File: src/rtl/stream_product_packer.sv
// Applies mul/add/sub/MAC to operand pairs and packs DEPTH results per frame; frame is valid 1 cycle after its last accept.
// A stalled output frame stops intake only at the last slot; a pending flush stops intake until it is emitted.
module stream_product_packer #(
  parameter  int WIDTH = 8,
  parameter  int DEPTH = 4,
  localparam int RW    = 2 * WIDTH,
  localparam int CW    = $clog2(DEPTH + 1)
) (
  input  logic                  clk,
  input  logic                  rst,
  input  logic                  in_valid,
  output logic                  in_ready,
  input  logic [WIDTH-1:0]      data_in1,
  input  logic [WIDTH-1:0]      data_in2,
  input  logic [1:0]            op_mode,
  input  logic                  signed_mode,
  input  logic                  flush,
  output logic                  out_valid,
  input  logic                  out_ready,
  output logic [RW*DEPTH-1:0]   out_data,
  output logic [CW-1:0]         out_count
);

  localparam int IW = $clog2(DEPTH);

  typedef enum logic [1:0] {
    OP_MUL = 2'b00,
    OP_ADD = 2'b01,
    OP_SUB = 2'b10,
    OP_MAC = 2'b11
  } op_e;

  op_e                         op_q, op_d, eff_op;
  logic                        sgn_q, sgn_d, eff_sgn;
  logic [IW-1:0]               idx_q, idx_d;
  logic [RW-1:0]               acc_q, acc_d;
  logic [DEPTH-1:0][RW-1:0]    buf_q, buf_d, frame;
  logic                        pend_q, pend_d;
  logic                        out_valid_q, out_valid_d;
  logic [RW*DEPTH-1:0]         out_data_q, out_data_d;
  logic [CW-1:0]               out_count_q, out_count_d;

  logic                        accept, last, full_load, flush_now, part_load, out_free;
  logic [RW-1:0]               a_ext, b_ext, prod, acc_base, res;

  always_comb begin
    in_ready = !rst && !pend_q &&
               (!(out_valid_q && !out_ready) || (idx_q != IW'(DEPTH - 1)));
    accept   = in_valid && in_ready;
    last     = (idx_q == IW'(DEPTH - 1));
    out_free = !out_valid_q || out_ready;

    // Mode comes straight from the inputs on the first beat so that beat uses it too.
    eff_op  = (idx_q == '0) ? op_e'(op_mode) : op_q;
    eff_sgn = (idx_q == '0) ? signed_mode    : sgn_q;

    a_ext = eff_sgn ? {{WIDTH{data_in1[WIDTH-1]}}, data_in1} : {{WIDTH{1'b0}}, data_in1};
    b_ext = eff_sgn ? {{WIDTH{data_in2[WIDTH-1]}}, data_in2} : {{WIDTH{1'b0}}, data_in2};
    prod  = a_ext * b_ext;
    acc_base = (idx_q == '0) ? '0 : acc_q;

    case (eff_op)
      OP_MUL:  res = prod;
      OP_ADD:  res = a_ext + b_ext;
      OP_SUB:  res = a_ext - b_ext;
      OP_MAC:  res = acc_base + prod;
      default: res = prod;
    endcase

    // Slots past the fill point read as zero, so stale buffer contents never leak.
    for (int i = 0; i < DEPTH; i++) begin
      if (accept && (idx_q == IW'(i)))
        frame[i] = res;
      else if (IW'(i) < idx_q)
        frame[i] = buf_q[i];
      else
        frame[i] = '0;
    end

    full_load = accept && last;
    flush_now = flush && ((idx_q != '0) || accept) && !full_load;
    part_load = (pend_q || flush_now) && out_free && !full_load;

    idx_d  = idx_q;
    acc_d  = acc_q;
    buf_d  = buf_q;
    op_d   = op_q;
    sgn_d  = sgn_q;
    pend_d = (pend_q || flush_now) && !part_load;

    if (accept) begin
      buf_d[idx_q] = res;
      idx_d        = last ? '0 : idx_q + 1'b1;
      if (eff_op == OP_MAC)
        acc_d = res;
      if (idx_q == '0) begin
        op_d  = eff_op;
        sgn_d = eff_sgn;
      end
    end
    if (part_load)
      idx_d = '0;

    out_valid_d = out_valid_q;
    out_data_d  = out_data_q;
    out_count_d = out_count_q;
    if (full_load || part_load) begin
      out_valid_d = 1'b1;
      out_data_d  = frame;
      out_count_d = CW'(idx_q) + CW'(accept);
    end else if (out_valid_q && out_ready) begin
      out_valid_d = 1'b0;
    end
  end

  always_ff @(posedge clk) begin
    if (rst) begin
      op_q        <= OP_MUL;
      sgn_q       <= 1'b0;
      idx_q       <= '0;
      acc_q       <= '0;
      buf_q       <= '0;
      pend_q      <= 1'b0;
      out_valid_q <= 1'b0;
      out_data_q  <= '0;
      out_count_q <= '0;
    end else begin
      op_q        <= op_d;
      sgn_q       <= sgn_d;
      idx_q       <= idx_d;
      acc_q       <= acc_d;
      buf_q       <= buf_d;
      pend_q      <= pend_d;
      out_valid_q <= out_valid_d;
      out_data_q  <= out_data_d;
      out_count_q <= out_count_d;
    end
  end

  assign out_valid = out_valid_q;
  assign out_data  = out_data_q;
  assign out_count = out_count_q;

endmodule

File: config.mk
export PLATFORM = sky130hd
export DESIGN_NAME = stream_product_packer
export DESIGN_NICKNAME = d
export VERILOG_FILES = /design/src/rtl/stream_product_packer.sv
export SDC_FILE = /design/constraint.sdc
export NUM_CORES = 1
export LEC_CHECK = 0
export ABC_AREA = 1
export CAP_MARGIN = 20
export CELL_PAD_IN_SITES_DETAIL_PLACEMENT = 1
export CELL_PAD_IN_SITES_GLOBAL_PLACEMENT = 1
export CORE_MARGIN = 3
export CORE_UTILIZATION = 47
export DETAILED_ROUTE_END_ITERATION = 6
export PLACE_DENSITY = 0.86
export SLEW_MARGIN = 20
export SYNTH_ARGS = -nofsm -noshare
export SYNTH_HDL_FRONTEND = slang
export SYNTH_SLANG_ARGS = --single-unit
File: constraint.sdc
create_clock -name clk -period 18.02 [get_ports clk]
set_input_delay 3.604 -clock clk [delete_from_list [all_inputs] [get_ports clk]]
set_output_delay 3.604 -clock clk [all_outputs]
set_load 0.01 [all_outputs]
==> report_table.html <==
<table>
<tr><th>Metric</th><th>Value</th></tr>
<tr><th colspan="2">Synth</th></tr>
<tr><td>Distinct cells, synth</td><td>46</td></tr>
<tr><td>Net count of the mapped netlist</td><td>about 1800</td></tr>
<tr><td>Share of the yosys chip area belonging to registers</td><td>24.3%</td></tr>
<tr><td>Cell type contributing the most total cell area after synthesis</td><td>sky130_fd_sc_hd__dfxtp_1</td></tr>
<tr><td>Most used flip-flop cell after synthesis</td><td>sky130_fd_sc_hd__dfxtp_1</td></tr>
<tr><td>Syn. warnings</td><td>0</td></tr>
<tr><td>Most frequent cell after synthesis</td><td>sky130_fd_sc_hd__nand2_1</td></tr>
<tr><td>Synth Area per Inst</td><td>a little over 7 sq um</td></tr>
<tr><td>Area share of the leading cell type in the synthesized netlist</td><td>between 20% and 30%</td></tr>
<tr><td>Post-synth EDFFs</td><td>0</td></tr>
<tr><td>Top cells by area, synth</td><td>sky130_fd_sc_hd__dfxtp_1, sky130_fd_sc_hd__fa_1, sky130_fd_sc_hd__nand2_1, sky130_fd_sc_hd__ha_1, sky130_fd_sc_hd__inv_1</td></tr>
<tr><td>Number of instances in the synthesized netlist</td><td>roughly 1600</td></tr>
<tr><td>Post-synthesis async set-or-reset flop share</td><td>0%</td></tr>
<tr><td>Post-synth design cell area</td><td>11400 sq um</td></tr>
<tr><td>Synth Register Bits</td><td>138</td></tr>
<tr><td>Commonest cells post-synth</td><td>sky130_fd_sc_hd__nand2_1, sky130_fd_sc_hd__inv_1, sky130_fd_sc_hd__a21oi_1</td></tr>
<tr><th colspan="2">Setup path</th></tr>
<tr><td>Arrival time at the worst endpoint</td><td>11.08 ns</td></tr>
<tr><td>Slowest stage delay, CP</td><td>between 0.8 and 0.9 ns</td></tr>
<tr><td>Number of cells on the worst reg-to-reg path</td><td>37</td></tr>
<tr><td>Slowest CP cell</td><td>sky130_fd_sc_hd__clkdlybuf4s50_1</td></tr>
<tr><td>Number of buffers and inverters on the critical path</td><td>12</td></tr>
<tr><td>Startpoint kind of the worst setup timing path</td><td>input port</td></tr>
<tr><td>Setup Crit Path Kind</td><td>in2reg</td></tr>
<tr><td>Cell with the most instances on the worst path</td><td>sky130_fd_sc_hd__inv_1</td></tr>
<tr><td>Kind of cell adding the most delay to the critical path</td><td>adder cells</td></tr>
<tr><td>Endpoint of the worst register-to-register path</td><td>out_data[46]</td></tr>
<tr><td>Worst flop-to-flop path startpoint</td><td>idx_q[1]</td></tr>
<tr><td>Highest net fanout along the worst path</td><td>14</td></tr>
<tr><td>Element type at the critical path end</td><td>flip-flop</td></tr>
<tr><td>Register-to-register setup slack</td><td>roughly 9.3 ns</td></tr>
<tr><td>Worst EP required</td><td>roughly 18 ns</td></tr>
<tr><th colspan="2">Power</th></tr>
<tr><td>Net switching share of the total power</td><td>about half</td></tr>
<tr><td>Worst ir drop on vdd</td><td>0.0931 mV</td></tr>
<tr><td>Leakage power of the design</td><td>between 6 and 7 nW</td></tr>
<tr><td>Cell-internal power</td><td>slightly above 0.0009 W</td></tr>
<tr><td>Switch Pwr</td><td>roughly 0.00094 W</td></tr>
<tr><td>Sequential Power Share</td><td>around 18%</td></tr>
<tr><td>Clock group share of total power</td><td>approximately a fifth</td></tr>
<tr><td>Power per unit of standard cell area</td><td>around 140 nW/um^2</td></tr>
<tr><td>Combinational share of power</td><td>62.3%</td></tr>
<tr><th colspan="2">STA</th></tr>
<tr><td>Endpoints failing setup</td><td>0</td></tr>
<tr><td>Final hold viol count</td><td>0</td></tr>
<tr><td>Total negative slack for setup checks</td><td>0 ns</td></tr>
<tr><td>Crit share post-route</td><td>between 50% and 60%</td></tr>
<tr><td>Slew Limit Fails</td><td>0</td></tr>
<tr><td>Worst Tran Pin Value</td><td>roughly 1.0 ns</td></tr>
<tr><td>Final Critical Period</td><td>~11 ns</td></tr>
<tr><td>Highest clock frequency the design can meet</td><td>between 0.09 and 0.1 GHz</td></tr>
<tr><td>Worst rel slew slack</td><td>30.7%</td></tr>
<tr><td>Final worst clock skew</td><td>~0.016 ns</td></tr>
<tr><td>Setup repair after global routing missed its margin</td><td>false</td></tr>
<tr><th colspan="2">Min path</th></tr>
<tr><td>Min-delay worst type</td><td>reg2reg</td></tr>
<tr><td>Hold Crit Depth</td><td>2</td></tr>
<tr><td>Hold path startpoint</td><td>out_data[38]</td></tr>
<tr><td>Worst-case hold path end point</td><td>out_data[38]</td></tr>
<tr><th colspan="2">Detailed routing</th></tr>
<tr><td>Vias per Instance</td><td>between 5 and 6</td></tr>
<tr><td>Average routed wire per standard cell</td><td>around 18 um</td></tr>
<tr><td>First DRT Iteration DRCs</td><td>663</td></tr>
<tr><td>TritonRoute pass-1 iters</td><td>7</td></tr>
<tr><td>Post-Route WL</td><td>approximately 37 mm</td></tr>
<tr><td>Antenna Violating Nets Remaining</td><td>0</td></tr>
<tr><td>Total number of vias</td><td>around 11000</td></tr>
<tr><td>Count of unresolved DRC violations after routing</td><td>2</td></tr>
<tr><th colspan="2">Flow run</th></tr>
<tr><td>Max-cap viol count</td><td>0</td></tr>
<tr><th colspan="2">Global route</th></tr>
<tr><td>Maximum number of pins on one net before global-route repair</td><td>76</td></tr>
<tr><td>Number of global-route vias before repair</td><td>approximately 12000</td></tr>
<tr><td>All-layer global routing usage</td><td>between 20% and 30%</td></tr>
<tr><td>Leftover overflow at the end of global routing</td><td>0</td></tr>
<tr><td>Initial antenna violation count</td><td>0</td></tr>
<tr><td>First-pass GRT wire length</td><td>a little over 60 mm</td></tr>
<tr><th colspan="2">Layout</th></tr>
<tr><td>Final core utilization</td><td>55.3%</td></tr>
<tr><td>Multi-input gate area in the final layout</td><td>slightly above 7000 sq um</td></tr>
<tr><td>Non-filler instance count after layout</td><td>approximately 2000</td></tr>
<tr><td>Fraction of layout cells with a size suffix above 1</td><td>~6.4%</td></tr>
<tr><td>Total area of sequential cells</td><td>~2800 sq um</td></tr>
<tr><td>Number of filler cells placed in the layout</td><td>between 3000 and 4000</td></tr>
<tr><td>Synth-to-layout area growth</td><td>14.7%</td></tr>
<tr><td>Antenna diode count</td><td>0</td></tr>
<tr><td>Post-layout net count</td><td>1855</td></tr>
<tr><th colspan="2">Clocking</th></tr>
<tr><td>Later-pin clock latency in the skew report</td><td>0.43 ns</td></tr>
<tr><td>Clock-pin slew reported for the worst setup and hold paths after clock tree synthesis</td><td>0.07 ns</td></tr>
<tr><td>Count of instances resized after the clock tree is built</td><td>0</td></tr>
<tr><td>Number of buffers added by the clock tree synthesis step</td><td>17</td></tr>
<tr><td>Max Root-Sink Buffers</td><td>2</td></tr>
<tr><td>Root buffer cell</td><td>sky130_fd_sc_hd__clkbuf_16</td></tr>
<tr><td>H-Tree Depth</td><td>4</td></tr>
<tr><td>Clock tree from TritonCTS</td><td>yes</td></tr>
<tr><td>Post-CTS Hold Fix Bufs</td><td>0</td></tr>
<tr><td>Buffers inserted during post-CTS setup optimization</td><td>0</td></tr>
<tr><td>Number of sinks handled by clock tree synthesis</td><td>~140</td></tr>
<tr><th colspan="2">Die</th></tr>
<tr><td>Cell row count</td><td>56</td></tr>
<tr><td>Core Region</td><td>roughly 24000 sq um</td></tr>
<tr><td>Starting density of the core</td><td>about half</td></tr>
<tr><td>Die width</td><td>between 150 and 200 um</td></tr>
<tr><td>Die Ht</td><td>~160 um</td></tr>
<tr><td>Total Die Area</td><td>approximately 26000 sq um</td></tr>
<tr><td>Num ports</td><td>93</td></tr>
<tr><th colspan="2">Placement</th></tr>
<tr><td>Number of cells in the design after placement</td><td>about 2000</td></tr>
<tr><td>Count of input and output buffers</td><td>92</td></tr>
<tr><td>Half-perimeter wire length after placement</td><td>~27 mm</td></tr>
<tr><td>Weighted congestion reported at the end of routability-driven placement</td><td>~0.89</td></tr>
<tr><th colspan="2">Outcome</th></tr>
<tr><td>Violated checks</td><td>design-rule violations</td></tr>
<tr><td>Result of the run</td><td>finished with violations</td></tr>
</table>
area by class of cell:
type	count	share of cell area, %
multi-input cells	1084	54.4
flip-flops and latches	138	21.2
inverters	324	9.31
repair buffers	100	7.47
clock buffers	19	3.39
well taps	319	3.06
clock inverters	13	1.21
power by group through the flow:
stage	combinational [W]	clock [W]	sequential, W
finish	0.00116	0.000360	0.000344
global route	0.00132	0.000375	0.000346
CTS	0.00116	0.000362	0.000344
detailed placement	0.00115	0	0.000349
global placement	0.00110	0	0.000348
floorplan	0.000811	0	0.000351
per-stage QoR:
step	total power [W]	setup slack, ns	hold WS [ns]	cell area (sq um)
global placement	0.00145	7.18	0.443	12500
global route	0.00204	6.79	0.486	13100
finish	0.00187	7.25	0.462	13100
CTS	0.00187	7.24	0.466	13100
floorplan	0.00116	8.56	0.438	11400
detailed placement	0.00149	6.87	0.450	12500
layout by cell type (no fill, tap or decap), types with 2 or more instances in the layout:
| cell | n |
|---|---|
| sky130_fd_sc_hd__xnor2_1 | 6 |
| sky130_fd_sc_hd__dfxtp_1 | 138 |
| sky130_fd_sc_hd__o31ai_1 | 5 |
| sky130_fd_sc_hd__buf_4 | 8 |
| sky130_fd_sc_hd__nand3_1 | 66 |
| sky130_fd_sc_hd__nor3_1 | 10 |
| sky130_fd_sc_hd__a32o_1 | 2 |
| sky130_fd_sc_hd__inv_2 | 18 |
| sky130_fd_sc_hd__clkbuf_16 | 17 |
| sky130_fd_sc_hd__nor2_4 | 4 |
| sky130_fd_sc_hd__inv_6 | 3 |
| sky130_fd_sc_hd__nand3b_1 | 3 |
| sky130_fd_sc_hd__clkinv_4 | 6 |
| sky130_fd_sc_hd__bufinv_16 | 2 |
| sky130_fd_sc_hd__a31oi_1 | 31 |
| sky130_fd_sc_hd__xor2_1 | 12 |
| sky130_fd_sc_hd__nand3_2 | 10 |
| sky130_fd_sc_hd__nand2_2 | 12 |
| sky130_fd_sc_hd__o21a_1 | 2 |
| sky130_fd_sc_hd__nand4_1 | 2 |
| sky130_fd_sc_hd__inv_1 | 304 |
| sky130_fd_sc_hd__nand3_4 | 2 |
| sky130_fd_sc_hd__nor2_2 | 2 |
| sky130_fd_sc_hd__o211ai_1 | 12 |
| sky130_fd_sc_hd__o21bai_1 | 4 |
| sky130_fd_sc_hd__o21ai_1 | 2 |
| sky130_fd_sc_hd__nand2_1 | 325 |
| sky130_fd_sc_hd__nor2_1 | 76 |
| sky130_fd_sc_hd__fa_1 | 70 |
| sky130_fd_sc_hd__clkinv_1 | 2 |
| sky130_fd_sc_hd__o21ai_0 | 127 |
| sky130_fd_sc_hd__ha_1 | 96 |
| sky130_fd_sc_hd__a21oi_1 | 175 |
| sky130_fd_sc_hd__a211oi_1 | 2 |
| sky130_fd_sc_hd__or2_2 | 10 |
| sky130_fd_sc_hd__nand2_4 | 6 |
| sky130_fd_sc_hd__clkdlybuf4s50_1 | 91 |
state kept, by name, summed over array words and instances (netlist names):
name       count
idx_q          2
sgn_q          1
out_count      3
out_data      64
out_valid      1
pend_q         1
buf_q         48
op_q           2
acc_q         16
routing by layer:
metal	part of all wire, %	up-vias	global-route usage, %
met3	4.8	63	4.44
met2	49	267	49.6
li1	-	5218	-
met5	0	-	0
met4	1.6	0	6.41
met1	45	5375	38.1
how the worst max path moves through the flow:
| stage | start | cells after the start | end | slack [ns] |
|---|---|---|---|---|
| final | data_in2[2] | 34 | out_data[46] | 7.25 |
| after global routing | data_in2[2] | 34 | out_data[46] | 6.79 |
| after CTS | data_in1[7] | 34 | out_data[46] | 7.24 |
| after detailed placement | data_in1[7] | 34 | out_data[46] | 6.87 |
| after global placement | data_in1[7] | 34 | out_data[46] | 7.18 |
| after floorplan | data_in2[1] | 33 | out_data[46] | 8.56 |
worst register-to-register path, delay by kind of cell, from the launching register on:
kind | cells | cell delay [ns]
buffers and inverters | 13 | 1.52
xor gates and xnor gates | 1 | 0.24
DFF | 1 | 0.87
AOI/OAI and AO/OA | 5 | 0.71
and+or+nand+nor | 9 | 1.58
adders and majority gates | 9 | 3.69
cells by family after synthesis:
| logic type | synth area share, % |
|---|---|
| AO/OA/AOI/OAI | 17.3 |
| XOR/XNOR | 1.53 |
| adder cells (fa/ha/maj) | 22.9 |
| buffers and inverters | 13.4 |
| flip-flops | 24.3 |
| AND/OR/NAND/NOR | 20.7 |
(Power assumes the default switching activity.)
